===== src/rtl/term_pkg.sv =====
// Shared constants and types for the terminal command engine.
package term_pkg;

  // Control codes recognised by the byte parser
  localparam logic [7:0] LF    = 8'h0A;
  localparam logic [7:0] CR    = 8'h0D;
  localparam logic [7:0] BS    = 8'h08;
  localparam logic [7:0] TAB   = 8'h09;
  localparam logic [7:0] ESC   = 8'h1B;
  localparam logic [7:0] SPACE = 8'h20;
  localparam logic [7:0] TILDE = 8'h7E;

  // Final bytes of escape sequences
  localparam logic [7:0] ESC_UP      = 8'h41;
  localparam logic [7:0] ESC_DOWN    = 8'h42;
  localparam logic [7:0] ESC_RIGHT   = 8'h43;
  localparam logic [7:0] ESC_LEFT    = 8'h44;
  localparam logic [7:0] ESC_HOME    = 8'h48;
  localparam logic [7:0] ESC_CLR_EOS = 8'h4A;
  localparam logic [7:0] ESC_CLR_EOL = 8'h4B;
  localparam logic [7:0] ESC_GOTO    = 8'h59;

  typedef enum logic [2:0] {
    ST_IDLE,
    ST_ESC,
    ST_ESCY_ROW,
    ST_ESCY_COL,
    ST_CLEAR
  } parse_state_t;

  function automatic logic is_printable(input logic [7:0] b);
    return (b >= SPACE) && (b <= TILDE);
  endfunction

endpackage


===== src/rtl/term_cmd_engine_if.sv =====
// Byte stream in, character-buffer / cursor update strobes out.
interface term_cmd_engine_if #(
  parameter int ADDR_BITS = 11,
  parameter int COL_BITS  = 7,
  parameter int ROW_BITS  = 5
);
  logic [7:0]           data;
  logic                 valid;
  logic                 ready;
  logic [7:0]           new_char;
  logic [ADDR_BITS-1:0] new_char_address;
  logic                 new_char_wen;
  logic [ADDR_BITS-1:0] new_first_char;
  logic                 new_first_char_wen;
  logic [COL_BITS-1:0]  new_cursor_x;
  logic [ROW_BITS-1:0]  new_cursor_y;
  logic                 new_cursor_wen;

  modport master (
    output data, valid,
    input  ready, new_char, new_char_address, new_char_wen,
    input  new_first_char, new_first_char_wen,
    input  new_cursor_x, new_cursor_y, new_cursor_wen
  );

  modport slave (
    input  data, valid,
    output ready, new_char, new_char_address, new_char_wen,
    output new_first_char, new_first_char_wen,
    output new_cursor_x, new_cursor_y, new_cursor_wen
  );
endinterface


===== src/rtl/term_clear_seq.sv =====
// Space-fill sequencer: one write per cycle at consecutive wrapping
// addresses. Reset leaves it running a full-screen clear from address 0.
module term_clear_seq
  import term_pkg::*;
#(
  parameter int N         = 2000,
  parameter int ADDR_BITS = 11,
  parameter int CNT_BITS  = 12
) (
  input  logic                 clk,
  input  logic                 reset,
  input  logic                 start,
  input  logic [ADDR_BITS-1:0] start_addr,
  input  logic [CNT_BITS-1:0]  count,
  output logic                 busy,
  output logic                 wr_en,
  output logic [ADDR_BITS-1:0] wr_addr
);

  localparam logic [ADDR_BITS-1:0] ADDR_LAST = ADDR_BITS'(N - 1);
  localparam logic [ADDR_BITS-1:0] ADDR_ONE  = ADDR_BITS'(1);
  localparam logic [CNT_BITS-1:0]  CNT_ALL   = CNT_BITS'(N);
  localparam logic [CNT_BITS-1:0]  CNT_ONE   = CNT_BITS'(1);

  logic [ADDR_BITS-1:0] addr_q;
  logic [CNT_BITS-1:0]  cnt_q;

  function automatic logic [ADDR_BITS-1:0] addr_step(input logic [ADDR_BITS-1:0] a);
    return (a == ADDR_LAST) ? '0 : a + ADDR_ONE;
  endfunction

  // Down-counter: the start cycle issues the first write itself, so the
  // remaining count ends on the terminal compare cnt_q == 1.
  always_ff @(posedge clk) begin
    if (reset) begin
      busy    <= 1'b1;
      addr_q  <= '0;
      cnt_q   <= CNT_ALL;
      wr_en   <= 1'b0;
      wr_addr <= '0;
    end else begin
      wr_en <= 1'b0;
      if (start) begin
        wr_en   <= 1'b1;
        wr_addr <= start_addr;
        addr_q  <= addr_step(start_addr);
        cnt_q   <= count - CNT_ONE;
        busy    <= (count != CNT_ONE);
      end else if (busy) begin
        wr_en   <= 1'b1;
        wr_addr <= addr_q;
        addr_q  <= addr_step(addr_q);
        cnt_q   <= cnt_q - CNT_ONE;
        busy    <= (cnt_q != CNT_ONE);
      end
    end
  end

endmodule


===== src/rtl/term_cmd_engine.sv =====
// Terminal byte parser: prints characters, moves the cursor, scrolls and
// clears regions of a circular character buffer.
//
//   state       | meaning
//   ST_IDLE     | plain text / control codes
//   ST_ESC      | ESC seen, waiting for command byte
//   ST_ESCY_ROW | ESC Y seen, waiting for row byte
//   ST_ESCY_COL | row captured, waiting for column byte
//   ST_CLEAR    | space-fill in progress, input stalled
module term_cmd_engine
  import term_pkg::*;
#(
  parameter int ROWS      = 25,
  parameter int COLS      = 80,
  parameter int ROW_BITS  = 5,
  parameter int COL_BITS  = 7,
  parameter int ADDR_BITS = 11,
  parameter int TAB_STOP  = 8
) (
  input logic               clk,
  input logic               reset,
  term_cmd_engine_if.slave  bus
);

  localparam int N        = ROWS * COLS;
  localparam int CNT_BITS = ADDR_BITS + 1;

  localparam logic [CNT_BITS-1:0] N_C     = CNT_BITS'(N);
  localparam logic [CNT_BITS-1:0] COLS_C  = CNT_BITS'(COLS);
  localparam logic [COL_BITS-1:0] COL_MAX = COL_BITS'(COLS - 1);
  localparam logic [ROW_BITS-1:0] ROW_MAX = ROW_BITS'(ROWS - 1);
  localparam logic [COL_BITS-1:0] COL_ONE = COL_BITS'(1);
  localparam logic [ROW_BITS-1:0] ROW_ONE = ROW_BITS'(1);
  localparam logic [7:0]          COL_MAX8 = 8'(COLS - 1);
  localparam logic [7:0]          ROW_MAX8 = 8'(ROWS - 1);

  parse_state_t          state_q;
  logic [COL_BITS-1:0]   x_q;
  logic [ROW_BITS-1:0]   y_q;
  logic [ROW_BITS-1:0]   row_q;
  logic [ADDR_BITS-1:0]  first_char_q;
  logic [7:0]            char_q;
  logic [ADDR_BITS-1:0]  char_addr_q;
  logic                  char_wen_q;
  logic                  fc_wen_q;
  logic                  cursor_wen_q;
  logic                  clr_pend_q;
  logic [ADDR_BITS-1:0]  pend_addr_q;

  logic                  accept;
  logic                  x_last, y_last;
  logic [CNT_BITS-1:0]   lin;
  logic [CNT_BITS-1:0]   cell_sum;
  logic [ADDR_BITS-1:0]  cell_cur;
  logic [CNT_BITS-1:0]   fc_sum;
  logic [ADDR_BITS-1:0]  fc_next;
  logic [COL_BITS-1:0]   x_left, x_right;
  logic [ROW_BITS-1:0]   y_up, y_down;
  logic [COL_BITS:0]     tab_raw;
  logic [COL_BITS-1:0]   tab_x;
  logic [7:0]            data_off;
  logic [ROW_BITS-1:0]   row_arg;
  logic [COL_BITS-1:0]   col_arg;

  logic                  start_now;
  logic [ADDR_BITS-1:0]  start_addr_now;
  logic [CNT_BITS-1:0]   count_now;
  logic                  clr_start;
  logic [ADDR_BITS-1:0]  clr_addr;
  logic [CNT_BITS-1:0]   clr_count;
  logic                  clr_busy;
  logic                  clr_wen;
  logic [ADDR_BITS-1:0]  clr_waddr;

  assign bus.ready = (state_q != ST_CLEAR);
  assign accept    = bus.valid && bus.ready;

  // Cursor arithmetic: cell address with a single wrap subtraction,
  // saturating moves, tab target and ESC Y argument clamping.
  always_comb begin
    x_last   = (x_q == COL_MAX);
    y_last   = (y_q == ROW_MAX);
    lin      = CNT_BITS'(y_q) * COLS_C + CNT_BITS'(x_q);
    cell_sum = CNT_BITS'(first_char_q) + lin;
    cell_cur = ADDR_BITS'((cell_sum >= N_C) ? cell_sum - N_C : cell_sum);
    fc_sum   = CNT_BITS'(first_char_q) + COLS_C;
    fc_next  = ADDR_BITS'((fc_sum >= N_C) ? fc_sum - N_C : fc_sum);
    x_left   = (x_q == '0) ? x_q : x_q - COL_ONE;
    x_right  = x_last ? x_q : x_q + COL_ONE;
    y_up     = (y_q == '0) ? y_q : y_q - ROW_ONE;
    y_down   = y_last ? y_q : y_q + ROW_ONE;
    tab_raw  = (COL_BITS+1)'((int'(x_q) / TAB_STOP + 1) * TAB_STOP);
    tab_x    = (tab_raw > {1'b0, COL_MAX}) ? COL_MAX : tab_raw[COL_BITS-1:0];
    data_off = bus.data - SPACE;
    if (bus.data < SPACE) begin
      row_arg = '0;
      col_arg = '0;
    end else begin
      row_arg = (data_off > ROW_MAX8) ? ROW_MAX : data_off[ROW_BITS-1:0];
      col_arg = (data_off > COL_MAX8) ? COL_MAX : data_off[COL_BITS-1:0];
    end
  end

  // Clear launch: LF-scroll and ESC J/K start in the accepting cycle so
  // their writes line up with the stall; a bottom-right wrap defers one
  // cycle to keep its character write separate from the fill.
  always_comb begin
    start_now      = 1'b0;
    start_addr_now = cell_cur;
    count_now      = COLS_C;
    if (accept) begin
      case (state_q)
        ST_IDLE: begin
          if (bus.data == LF && y_last) begin
            start_now      = 1'b1;
            start_addr_now = first_char_q;
          end
        end
        ST_ESC: begin
          if (bus.data == ESC_CLR_EOS) begin
            start_now = 1'b1;
            count_now = N_C - lin;
          end else if (bus.data == ESC_CLR_EOL) begin
            start_now = 1'b1;
            count_now = COLS_C - CNT_BITS'(x_q);
          end
        end
        default: ;
      endcase
    end
    clr_start = start_now | clr_pend_q;
    clr_addr  = clr_pend_q ? pend_addr_q : start_addr_now;
    clr_count = clr_pend_q ? COLS_C : count_now;
  end

  term_clear_seq #(
    .N         (N),
    .ADDR_BITS (ADDR_BITS),
    .CNT_BITS  (CNT_BITS)
  ) u_clear (
    .clk        (clk),
    .reset      (reset),
    .start      (clr_start),
    .start_addr (clr_addr),
    .count      (clr_count),
    .busy       (clr_busy),
    .wr_en      (clr_wen),
    .wr_addr    (clr_waddr)
  );

  // Parser FSM with registered strobes and cursor/scroll state.
  always_ff @(posedge clk) begin
    if (reset) begin
      state_q      <= ST_CLEAR;
      x_q          <= '0;
      y_q          <= '0;
      row_q        <= '0;
      first_char_q <= '0;
      char_q       <= '0;
      char_addr_q  <= '0;
      char_wen_q   <= 1'b0;
      fc_wen_q     <= 1'b0;
      cursor_wen_q <= 1'b0;
      clr_pend_q   <= 1'b0;
      pend_addr_q  <= '0;
    end else begin
      char_wen_q   <= 1'b0;
      fc_wen_q     <= 1'b0;
      cursor_wen_q <= 1'b0;
      clr_pend_q   <= 1'b0;
      case (state_q)
        ST_IDLE: begin
          if (accept) begin
            if (is_printable(bus.data)) begin
              char_q       <= bus.data;
              char_addr_q  <= cell_cur;
              char_wen_q   <= 1'b1;
              cursor_wen_q <= 1'b1;
              if (!x_last) begin
                x_q <= x_q + COL_ONE;
              end else begin
                x_q <= '0;
                if (!y_last) begin
                  y_q <= y_q + ROW_ONE;
                end else begin
                  first_char_q <= fc_next;
                  fc_wen_q     <= 1'b1;
                  clr_pend_q   <= 1'b1;
                  pend_addr_q  <= first_char_q;
                  state_q      <= ST_CLEAR;
                end
              end
            end else begin
              case (bus.data)
                LF: begin
                  if (!y_last) begin
                    y_q          <= y_q + ROW_ONE;
                    cursor_wen_q <= 1'b1;
                  end else begin
                    first_char_q <= fc_next;
                    fc_wen_q     <= 1'b1;
                    state_q      <= ST_CLEAR;
                  end
                end
                CR: begin
                  x_q          <= '0;
                  cursor_wen_q <= (x_q != '0);
                end
                BS: begin
                  x_q          <= x_left;
                  cursor_wen_q <= (x_q != '0);
                end
                TAB: begin
                  x_q          <= tab_x;
                  cursor_wen_q <= (tab_x != x_q);
                end
                ESC:     state_q <= ST_ESC;
                default: ;
              endcase
            end
          end
        end
        ST_ESC: begin
          if (accept) begin
            state_q <= ST_IDLE;
            case (bus.data)
              ESC_UP: begin
                y_q          <= y_up;
                cursor_wen_q <= (y_q != '0);
              end
              ESC_DOWN: begin
                y_q          <= y_down;
                cursor_wen_q <= !y_last;
              end
              ESC_RIGHT: begin
                x_q          <= x_right;
                cursor_wen_q <= !x_last;
              end
              ESC_LEFT: begin
                x_q          <= x_left;
                cursor_wen_q <= (x_q != '0);
              end
              ESC_HOME: begin
                x_q          <= '0;
                y_q          <= '0;
                cursor_wen_q <= (x_q != '0) || (y_q != '0);
              end
              ESC_CLR_EOS, ESC_CLR_EOL: state_q <= ST_CLEAR;
              ESC_GOTO:                 state_q <= ST_ESCY_ROW;
              ESC:                      state_q <= ST_ESC;
              default: ;
            endcase
          end
        end
        ST_ESCY_ROW: begin
          if (accept) begin
            row_q   <= row_arg;
            state_q <= ST_ESCY_COL;
          end
        end
        ST_ESCY_COL: begin
          if (accept) begin
            x_q          <= col_arg;
            y_q          <= row_q;
            cursor_wen_q <= (col_arg != x_q) || (row_q != y_q);
            state_q      <= ST_IDLE;
          end
        end
        ST_CLEAR: begin
          if (!clr_pend_q && !clr_busy) state_q <= ST_IDLE;
        end
        default: state_q <= ST_IDLE;
      endcase
    end
  end

  assign bus.new_char_wen       = char_wen_q | clr_wen;
  assign bus.new_char           = clr_wen ? SPACE : char_q;
  assign bus.new_char_address   = clr_wen ? clr_waddr : char_addr_q;
  assign bus.new_first_char     = first_char_q;
  assign bus.new_first_char_wen = fc_wen_q;
  assign bus.new_cursor_x       = x_q;
  assign bus.new_cursor_y       = y_q;
  assign bus.new_cursor_wen     = cursor_wen_q;

endmodule

===== src/flat_wrapper.sv =====
// flat-port wrapper written by rule: the top's interface ports become plain ports
module term_cmd_engine_flat import term_pkg::*;
#(
  parameter int ROWS      = 25,
  parameter int COLS      = 80,
  parameter int ROW_BITS  = 5,
  parameter int COL_BITS  = 7,
  parameter int ADDR_BITS = 11,
  parameter int TAB_STOP  = 8
)
  (clk, reset, bus_data, bus_valid, bus_ready, bus_new_char, bus_new_char_address, bus_new_char_wen, bus_new_first_char, bus_new_first_char_wen, bus_new_cursor_x, bus_new_cursor_y, bus_new_cursor_wen);
  term_cmd_engine_if #(.ADDR_BITS(ADDR_BITS), .COL_BITS(COL_BITS), .ROW_BITS(ROW_BITS)) bus_i ();
  input logic clk;
  input logic reset;
  input wire logic [$bits(bus_i.data)-1:0] bus_data;
  input wire logic [$bits(bus_i.valid)-1:0] bus_valid;
  output wire logic [$bits(bus_i.ready)-1:0] bus_ready;
  output wire logic [$bits(bus_i.new_char)-1:0] bus_new_char;
  output wire logic [$bits(bus_i.new_char_address)-1:0] bus_new_char_address;
  output wire logic [$bits(bus_i.new_char_wen)-1:0] bus_new_char_wen;
  output wire logic [$bits(bus_i.new_first_char)-1:0] bus_new_first_char;
  output wire logic [$bits(bus_i.new_first_char_wen)-1:0] bus_new_first_char_wen;
  output wire logic [$bits(bus_i.new_cursor_x)-1:0] bus_new_cursor_x;
  output wire logic [$bits(bus_i.new_cursor_y)-1:0] bus_new_cursor_y;
  output wire logic [$bits(bus_i.new_cursor_wen)-1:0] bus_new_cursor_wen;
  assign bus_i.data = bus_data;
  assign bus_i.valid = bus_valid;
  assign bus_ready = bus_i.ready;
  assign bus_new_char = bus_i.new_char;
  assign bus_new_char_address = bus_i.new_char_address;
  assign bus_new_char_wen = bus_i.new_char_wen;
  assign bus_new_first_char = bus_i.new_first_char;
  assign bus_new_first_char_wen = bus_i.new_first_char_wen;
  assign bus_new_cursor_x = bus_i.new_cursor_x;
  assign bus_new_cursor_y = bus_i.new_cursor_y;
  assign bus_new_cursor_wen = bus_i.new_cursor_wen;
  term_cmd_engine #(.ROWS(ROWS), .COLS(COLS), .ROW_BITS(ROW_BITS), .COL_BITS(COL_BITS), .ADDR_BITS(ADDR_BITS), .TAB_STOP(TAB_STOP)) u_core (.clk(clk), .reset(reset), .bus(bus_i));
endmodule

===== config.mk =====
export PLATFORM = sky130hd
export DESIGN_NAME = term_cmd_engine_flat
export DESIGN_NICKNAME = d
export VERILOG_FILES = /design/src/rtl/term_pkg.sv /design/src/rtl/term_cmd_engine_if.sv /design/src/rtl/term_clear_seq.sv /design/src/rtl/term_cmd_engine.sv /design/src/flat_wrapper.sv
export SDC_FILE = /design/constraint.sdc
export NUM_CORES = 1
export LEC_CHECK = 0
export ABC_CLOCK_PERIOD_IN_PS = 4800
export CAP_MARGIN = 20
export CORE_ASPECT_RATIO = 0.75
export CORE_MARGIN = 4
export CORE_UTILIZATION = 55
export DETAILED_ROUTE_END_ITERATION = 7
export PLACE_DENSITY_LB_ADDON = 0.3
export SLEW_MARGIN = 40
export SYNTH_ARGS = -nofsm -noshare
export SYNTH_HDL_FRONTEND = slang
export SYNTH_SLANG_ARGS = --single-unit

===== constraint.sdc =====
create_clock -name clk -period 4.8 [get_ports clk]
set_input_delay 1.44 -clock clk [delete_from_list [all_inputs] [get_ports clk]]
set_output_delay 1.44 -clock clk [all_outputs]
set_load 0.02 [all_outputs]

# ---- Yosys cells after proc, flatten, opt, wreduce, memory -nomap -nowiden
# Cells that the tools add are included.
# W data, S select, Z words.
dict set report word_totals {
  input_bits 11
  ff_bits 101
}
dict set report classes {
  add_sub_neg 17
  mux 83
  n_reduce_logical 29
  n_eq_ne 41
  n_mul 1
  n_lt_le_gt_ge 8
  n_bitwise 5
}
# cell n
set ops {}
lappend ops {{$mux W11} 17}
lappend ops {{$mux W12} 7}
lappend ops {{$mux W7} 10}
lappend ops {{$eq A8 B7 Y1 const B} 8}
lappend ops {{$pmux W7 S3} 3}
lappend ops {{$mux W5} 10}
lappend ops {{$eq A8 B4 Y1 const B} 4}
lappend ops {{$pmux W5 S3} 2}
lappend ops {{$ge A12 B11 Y1 const B} 2}
lappend ops {{$mux W3} 8}
lappend ops {{$ne A12 B1 Y1 const B} 2}
lappend ops {{$sub A12 B1 Y12 const B} 2}
lappend ops {{$add A11 B1 Y11 const B} 2}
lappend ops {{$eq A11 B11 Y1 const B} 2}
lappend ops {{$sub A11 B11 Y11 const B} 2}
lappend ops {{$mux W1} 18}
lappend ops {{$gt A8 B7 Y1 const B} 2}
lappend ops {{$pmux W3 S5} 1}
lappend ops {{$ne A7 B7 Y1} 2}
lappend ops {{$reduce_and A7 Y1} 2}
lappend ops {{$add A11 B12 Y12} 1}
lappend ops {{$add A11 B7 Y12 const B} 1}
lappend ops {{$add A12 B7 Y12} 1}
lappend ops {{$ne A2 B1 Y1 const B} 6}
lappend ops {{51 further kinds} 69}

# ---- Depth between registers and ports, before layout
dict set report logic_depth {
  word_depth 12
  depth_mapped 18
  depth_no_buf 18
}

# ---- Hierarchy
# From an unflattened synthesis, not the netlist that was laid out.
dict set report unflattened {
  cells_unflattened 1116
  area_unflattened_um2 8509.4
}
# mod seq_area_each_um2 cells_per_inst instances area_per_inst_um2
set modules_own_cells {}
lappend modules_own_cells {term_cmd_engine 1141.1 821 1 6058.3}
lappend modules_own_cells {term_clear_seq 720.7 295 1 2451.1}

# ---- Worst setup path after synthesis
# Ideal clock, no wire load.
dict set report synth_path {
  path_kind {register to register}
  from {register u_core.x_q[5] (netlist: u_core.bus.new_cursor_x[5])}
  to {register u_core.u_clear.addr_q[9]}
  stages_incl_launch_ff 18
  arrival_time_ns 4.485
  t_required_ns 4.686
  slack_ns 0.201
  cell_sequence {dfxtp_1 -> buf_1 -> inv_1 -> fa_1 -> nor2b_1 -> o21ai_0 -> xnor2_1 -> ha_1 -> a21oi_1 -> o21ai_1 -> xor2_1 -> nand4bb_2 -> o21a_4 -> or4b_1 -> nand3_1 -> nand4_4 -> and3_1 -> a21o_1}
}
dict set report synth_between {
  elab_chain_cells 11
  word_cells_on_any_way 13
}
# element line
set synth_rtl {}
lappend synth_rtl {{from (decl)} term_cmd_engine.sv:38} ;# logic [COL_BITS-1:0] x_q;
lappend synth_rtl {{from (signal assigned)} term_cmd_engine.sv:180} ;# x_q <= x_q + COL_ONE;
lappend synth_rtl {{from (signal assigned)} term_cmd_engine.sv:210} ;# x_q <= x_left;
lappend synth_rtl {{from (signal assigned)} term_cmd_engine.sv:214} ;# x_q <= tab_x;
lappend synth_rtl {{$add A12 B7 Y12 (*)} term_cmd_engine.sv:83} ;# lin = CNT_BITS'(y_q) * COLS_C + CNT_BITS'(x_q);
lappend synth_rtl {{$add A11 B12 Y12 (*)} term_cmd_engine.sv:84} ;# cell_sum = CNT_BITS'(first_char_q) + lin;
lappend synth_rtl {{$sub A11 B11 Y11 / $ge A12 B11 Y1 (equally long branches)} term_cmd_engine.sv:85} ;# cell_cur = ADDR_BITS'((cell_sum >= N_C) ? cell_sum - N_C : cell_sum);
lappend synth_rtl {{$mux W11 (*)} term_cmd_engine.sv:85}
lappend synth_rtl {{$mux W11} term_cmd_engine.sv:114} ;# if (bus.data == LF && y_last) begin
lappend synth_rtl {{$mux W11} term_cmd_engine.sv:112} ;# case (state_q)
lappend synth_rtl {{$mux W11 (*)} term_cmd_engine.sv:111} ;# if (accept) begin
lappend synth_rtl {{$mux W11 (*)} term_cmd_engine.sv:132} ;# clr_addr = clr_pend_q ? pend_addr_q : start_addr_now;
lappend synth_rtl {{$add A11 B1 Y11 / $eq A11 B11 Y1 (equally long branches)} term_clear_seq.sv:29} ;# return (a == ADDR_LAST) ? '0 : a + ADDR_ONE;
lappend synth_rtl {{$mux W11 (*)} term_clear_seq.sv:29}
lappend synth_rtl {{$mux W11 (*)} term_clear_seq.sv:43} ;# if (start) begin
lappend synth_rtl {{to (signal assigned)} term_clear_seq.sv:46} ;# addr_q <= addr_step(start_addr);
lappend synth_rtl {{to (signal assigned)} term_clear_seq.sv:52} ;# addr_q <= addr_step(addr_q);
lappend synth_rtl {{to (decl)} term_clear_seq.sv:25} ;# logic [ADDR_BITS-1:0] addr_q;
# Mark *: on every way between the ends. The rest lies on a longest branch, timed or not.
# A chain may end at the register's enable or synchronous reset.

# ---- Final worst setup path
dict set report layout_path {
  from {register u_core.y_q[1] (netlist: u_core.bus.new_cursor_y[1])}
  to {register u_core.u_clear.addr_q[9]}
}
dict set report layout_between {
  elab_chain_cells 12
  word_cells_on_any_way 21
}
# element line
set layout_rtl {}
lappend layout_rtl {{from (decl)} term_cmd_engine.sv:39} ;# logic [ROW_BITS-1:0] y_q;
lappend layout_rtl {{from (signal assigned)} term_cmd_engine.sv:184} ;# y_q <= y_q + ROW_ONE;
lappend layout_rtl {{from (signal assigned)} term_cmd_engine.sv:197} ;# y_q <= y_q + ROW_ONE;
lappend layout_rtl {{from (signal assigned)} term_cmd_engine.sv:228} ;# y_q <= y_up;
lappend layout_rtl {{$mul A5 B3 Y8} term_cmd_engine.sv:83}
lappend layout_rtl {{$add A12 B7 Y12} term_cmd_engine.sv:83}
lappend layout_rtl {{$add A11 B12 Y12} term_cmd_engine.sv:84}
lappend layout_rtl {{$sub A11 B11 Y11 / $ge A12 B11 Y1 (equally long branches)} term_cmd_engine.sv:85}
lappend layout_rtl {{$mux W11} term_cmd_engine.sv:85}
lappend layout_rtl {{$mux W11} term_cmd_engine.sv:114}
lappend layout_rtl {{$mux W11} term_cmd_engine.sv:112}
lappend layout_rtl {{$mux W11} term_cmd_engine.sv:111}
lappend layout_rtl {{$mux W11} term_cmd_engine.sv:132}
lappend layout_rtl {{$add A11 B1 Y11 / $eq A11 B11 Y1 (equally long branches)} term_clear_seq.sv:29}
lappend layout_rtl {{$mux W11} term_clear_seq.sv:29}
lappend layout_rtl {{$mux W11} term_clear_seq.sv:43}
# Parallel ways exist; a longest one is shown, timed or not.

==> flow_summary.toml <==
[outcome]
outcome = "completed"

[drt]
wirelength_microns = 24500
wl_per_cell_microns = 18.9
vias = 8180
drcViolationCount = 0
drt_iter0_markers = 1046
ant_nets = 0
viasPerCell = 6.33
drt_first_pass_iters = 6

[clock_tree]
htree_levels = 3
cts_tree = "built"
cts_root_buf = "clkbuf_16"
clkSinkCount = 93
clock_path_buffers = 2
ctsHoldBuffers = 0
clkTransAtPathRegs_ps = 70
post-cts-setup-buffer-count = 0
clkLatencyLatePin_ps = 360
numCtsBuffers = 9

[worst_setup_path]
crit_required_ps = 5060
start_kind = "register"
worst_r2r_endpoint = "u_core.u_clear.addr_q[9]"
cp.depth = 18
crit_slowest_cell = "fa_1"
crit_top_cell = "ha_1"
crit_buf_inv = 1
r2r_slack_ps = 210
worstSetupPathType = "register to register"
path_cells = "ha_1 -> ha_1 -> fa_1 -> xor2_2 -> nand2_1 -> nor2_1 -> xnor2_2 -> ha_1 -> or3_1 -> o32ai_1 -> nand4bb_2 -> buf_4 -> o21ai_2 -> a211o_1 -> a31oi_2 -> nand4_4 -> and3_1 -> a21o_1"
crit_end = "u_core.u_clear.addr_q[9]"
cp.arrival_ps = 4850
critical_path.top_delay_family = "simple AND/OR/NAND/NOR gates"
cp-end-kind = "register"
slowest_delay_ps = 430
crit_path_max_fanout = 10
worst_r2r_path_depth = 18
reg2reg_from = "u_core.bus.new_cursor_y[1]"
crit_start = "u_core.bus.new_cursor_y[1]"

[sta]
worstMarginPinSlew_ps = 814
finalHoldViolCount = 0
fin_skew_ps = 9.59
finalSetupViolCount = 0
fmax_mhz = 218
slew_viol_final = 0
layout_setup_ws_ps = 210
fin_crit_sh_pct = 95.6
min_period_ps = 4590
slew_headroom_pct = 45.5

[floorplan]
rows = 37
io-pin-count = 57
die-area_sq_mm = 0.0162
die_w_microns = 145
fp.dieH_microns = 111
core_sq_mm = 0.0138
start_util_pct = 56.5

[finish]
area_growth_pct = 15.7
drive_gt1_share_pct = 11.2
nets = 1162
n_fill_cell = 1227
diodes = 0
utilization_pct = 65.4

[yosys]
synth_edf_count = 0
yosys_register_bits = 93
synth-seq-area-share_pct = 23.9
syn-instance-count = 1052
async_flop_share_pct = 0
synth_top_area_share_pct = 23.9
netlist_area_sq_mm = 0.00779
synth.distinct_cells = 90
synth_flop_cell = "dfxtp_1"
syn_area_per_cell_sq_um = 7.41
yosysWarnings = 0
yosys.area.top_type = "dfxtp_1"
synthTopCellsByArea = "dfxtp_1 24%, nor2_1 6.8%, ha_1 5.8%"

[grt]
antenna_found_initial = 0
overflow = 0
grt_first_pass_wirelength_microns = 39200
grt_max_degree = 61
grt_use_total_pct = 29.4
first_global_vias = 7517

[placed_design]
place_worst_setup_slack_ps = 241
detailed_place_hpwl_microns = 17900
place_congestion = 0.963
portBuffers = 52

[power_and_ir_drop]
ir_drop_v = 0.000187
p_leak_uw = 0.00356
p_per_area_mw_per_mm2 = 189

[hold_path]
hold_class = "register to register"

[run]
cap_violations = 0
synthesized netlist by cell type (all sizes together) (7+ instances only):
master  count
buf        18
a211oi     27
clkbuf     46
o31ai      10
nand2b     15
xnor2      42
nor3b       7
and3       18
nor4       15
mux2i      15
ha         36
nor2      141
or2         7
nand3b      7
o21ai      51
dfxtp      93
or3         7
a31oi      11
inv        34
a32oi       7
and2       14
a21oi      89
nand4      13
a22oi       9
xor2       25
nor3       40
nor2b      19
nand2     100
nand3      34
mux2       11
a21o       10
per-layer routing:
| metal | share of wire, % | GRT usage [%] | up-vias |
|---|---|---|---|
| li1 | - | - | 3910 |
| met1 | 45 | 42.0 | 3763 |
| met2 | 44 | 45.6 | 459 |
| met3 | 9.1 | 4.86 | 48 |
| met4 | 2.5 | 8.92 | 0 |
| met5 | 0 | 0 | - |
what timing repair did:
item / in CTS / in global routing
gates resized for setup: 0 / 5
setup endpoints to repair: 0 / 8
endpoints found under the hold margin: 0 / 0
tightest hold or removal path, delay by kind of cell (launching register included):
kind	cells	cell delay [ps]
simple gates	1	50
flops	1	310
compound gates	1	50
worst min path at each step:
stage                                 from          endpoint  slack (ps)  depth (start not counted)
after global routing      u_core.char_q[6]  u_core.char_q[6]         470                          2
after CTS                 u_core.char_q[6]  u_core.char_q[6]         450                          2
after global placement    u_core.char_q[6]  u_core.char_q[6]         440                          2
after detailed placement  u_core.char_q[6]  u_core.char_q[6]         440                          2
after floorplan           u_core.char_q[5]  u_core.char_q[5]         430                          2
final                     u_core.char_q[6]  u_core.char_q[6]         460                          2
per-stage QoR:
step	instances	hold WS, ps	setup TNS [ps]	instance area [sq um]	total power, uW
2_1_floorplan	1055	432	0	7810	923
3_3_place_gp	1276	440	0	8700	970
3_5_place_dp	1276	442	0	8700	973
4_1_cts	1292	453	0	9000	1710
5_1_grt	1292	471	-34.6	9020	1760
6_report	1292	456	0	9020	1710
sequential cells by signal (all words and copies together) (netlist names):
signal / cells
u_core.u_clear.cnt_q: 12
u_core.u_clear.busy: 1
u_core.u_clear.wr_en: 1
u_core.bus.new_cursor_wen: 1
u_core.char_addr_q: 11
u_core.state_q: 3
u_core.row_q: 5
u_core.clr_pend_q: 1
u_core.bus.new_cursor_y: 5
u_core.bus.new_cursor_x: 7
u_core.pend_addr_q: 7
u_core.bus.new_first_char_wen: 1
u_core.char_q: 8
u_core.u_clear.addr_q: 11
u_core.u_clear.wr_addr: 11
u_core.bus.new_first_char: 7
u_core.char_wen_q: 1
logic make-up (layout without fill, tap and decap cells):
| group | count (synthesis) | count (layout) | share of synthesized area [%] |
|---|---|---|---|
| and+or+nand+nor | 456 | 456 | 29.7 |
| AOI/OAI and AO/OA | 271 | 271 | 23.0 |
| buffers and inverters | 98 | 160 | 5.23 |
| DFF | 93 | 93 | 23.9 |
| xor gates and xnor gates | 68 | 68 | 8.11 |
| adders and majority gates | 39 | 39 | 6.55 |
| muxes | 26 | 26 | 3.52 |
| other | 1 | 4 | 0.0481 |
power breakdown:
part	leakage (uW)	switching (uW)	internal, uW
registers	0.000751	18.6	785
logic	0.00266	93.6	61.9
clock network	0.000142	341	406
total	0.00356	454	1250
cell usage in the layout (no fill, tap or decap), types with 18 or more instances in the layout:
master / instances
o21ai_0: 45
xor2_1: 23
dfxtp_1: 91
nand2_1: 99
nor2_1: 141
and3_1: 18
nor3_1: 37
clkdlybuf4s50_1: 51
buf_4: 58
inv_1: 33
a21oi_1: 89
a211oi_1: 26
nor2b_1: 19
nand3_1: 32
ha_1: 36
xnor2_1: 39
area by class of cell:
type	instances	area [sq um]	area share, %
clock buffer	9	225	2.50
clock inverter	7	72.6	0.804
inverter	34	128	1.41
multi-input combinational	864	5560	61.7
sequential	93	1860	20.7
tap	175	219	2.43
timing repair buffer	110	951	10.5
Power figures use the tool's default switching activity.
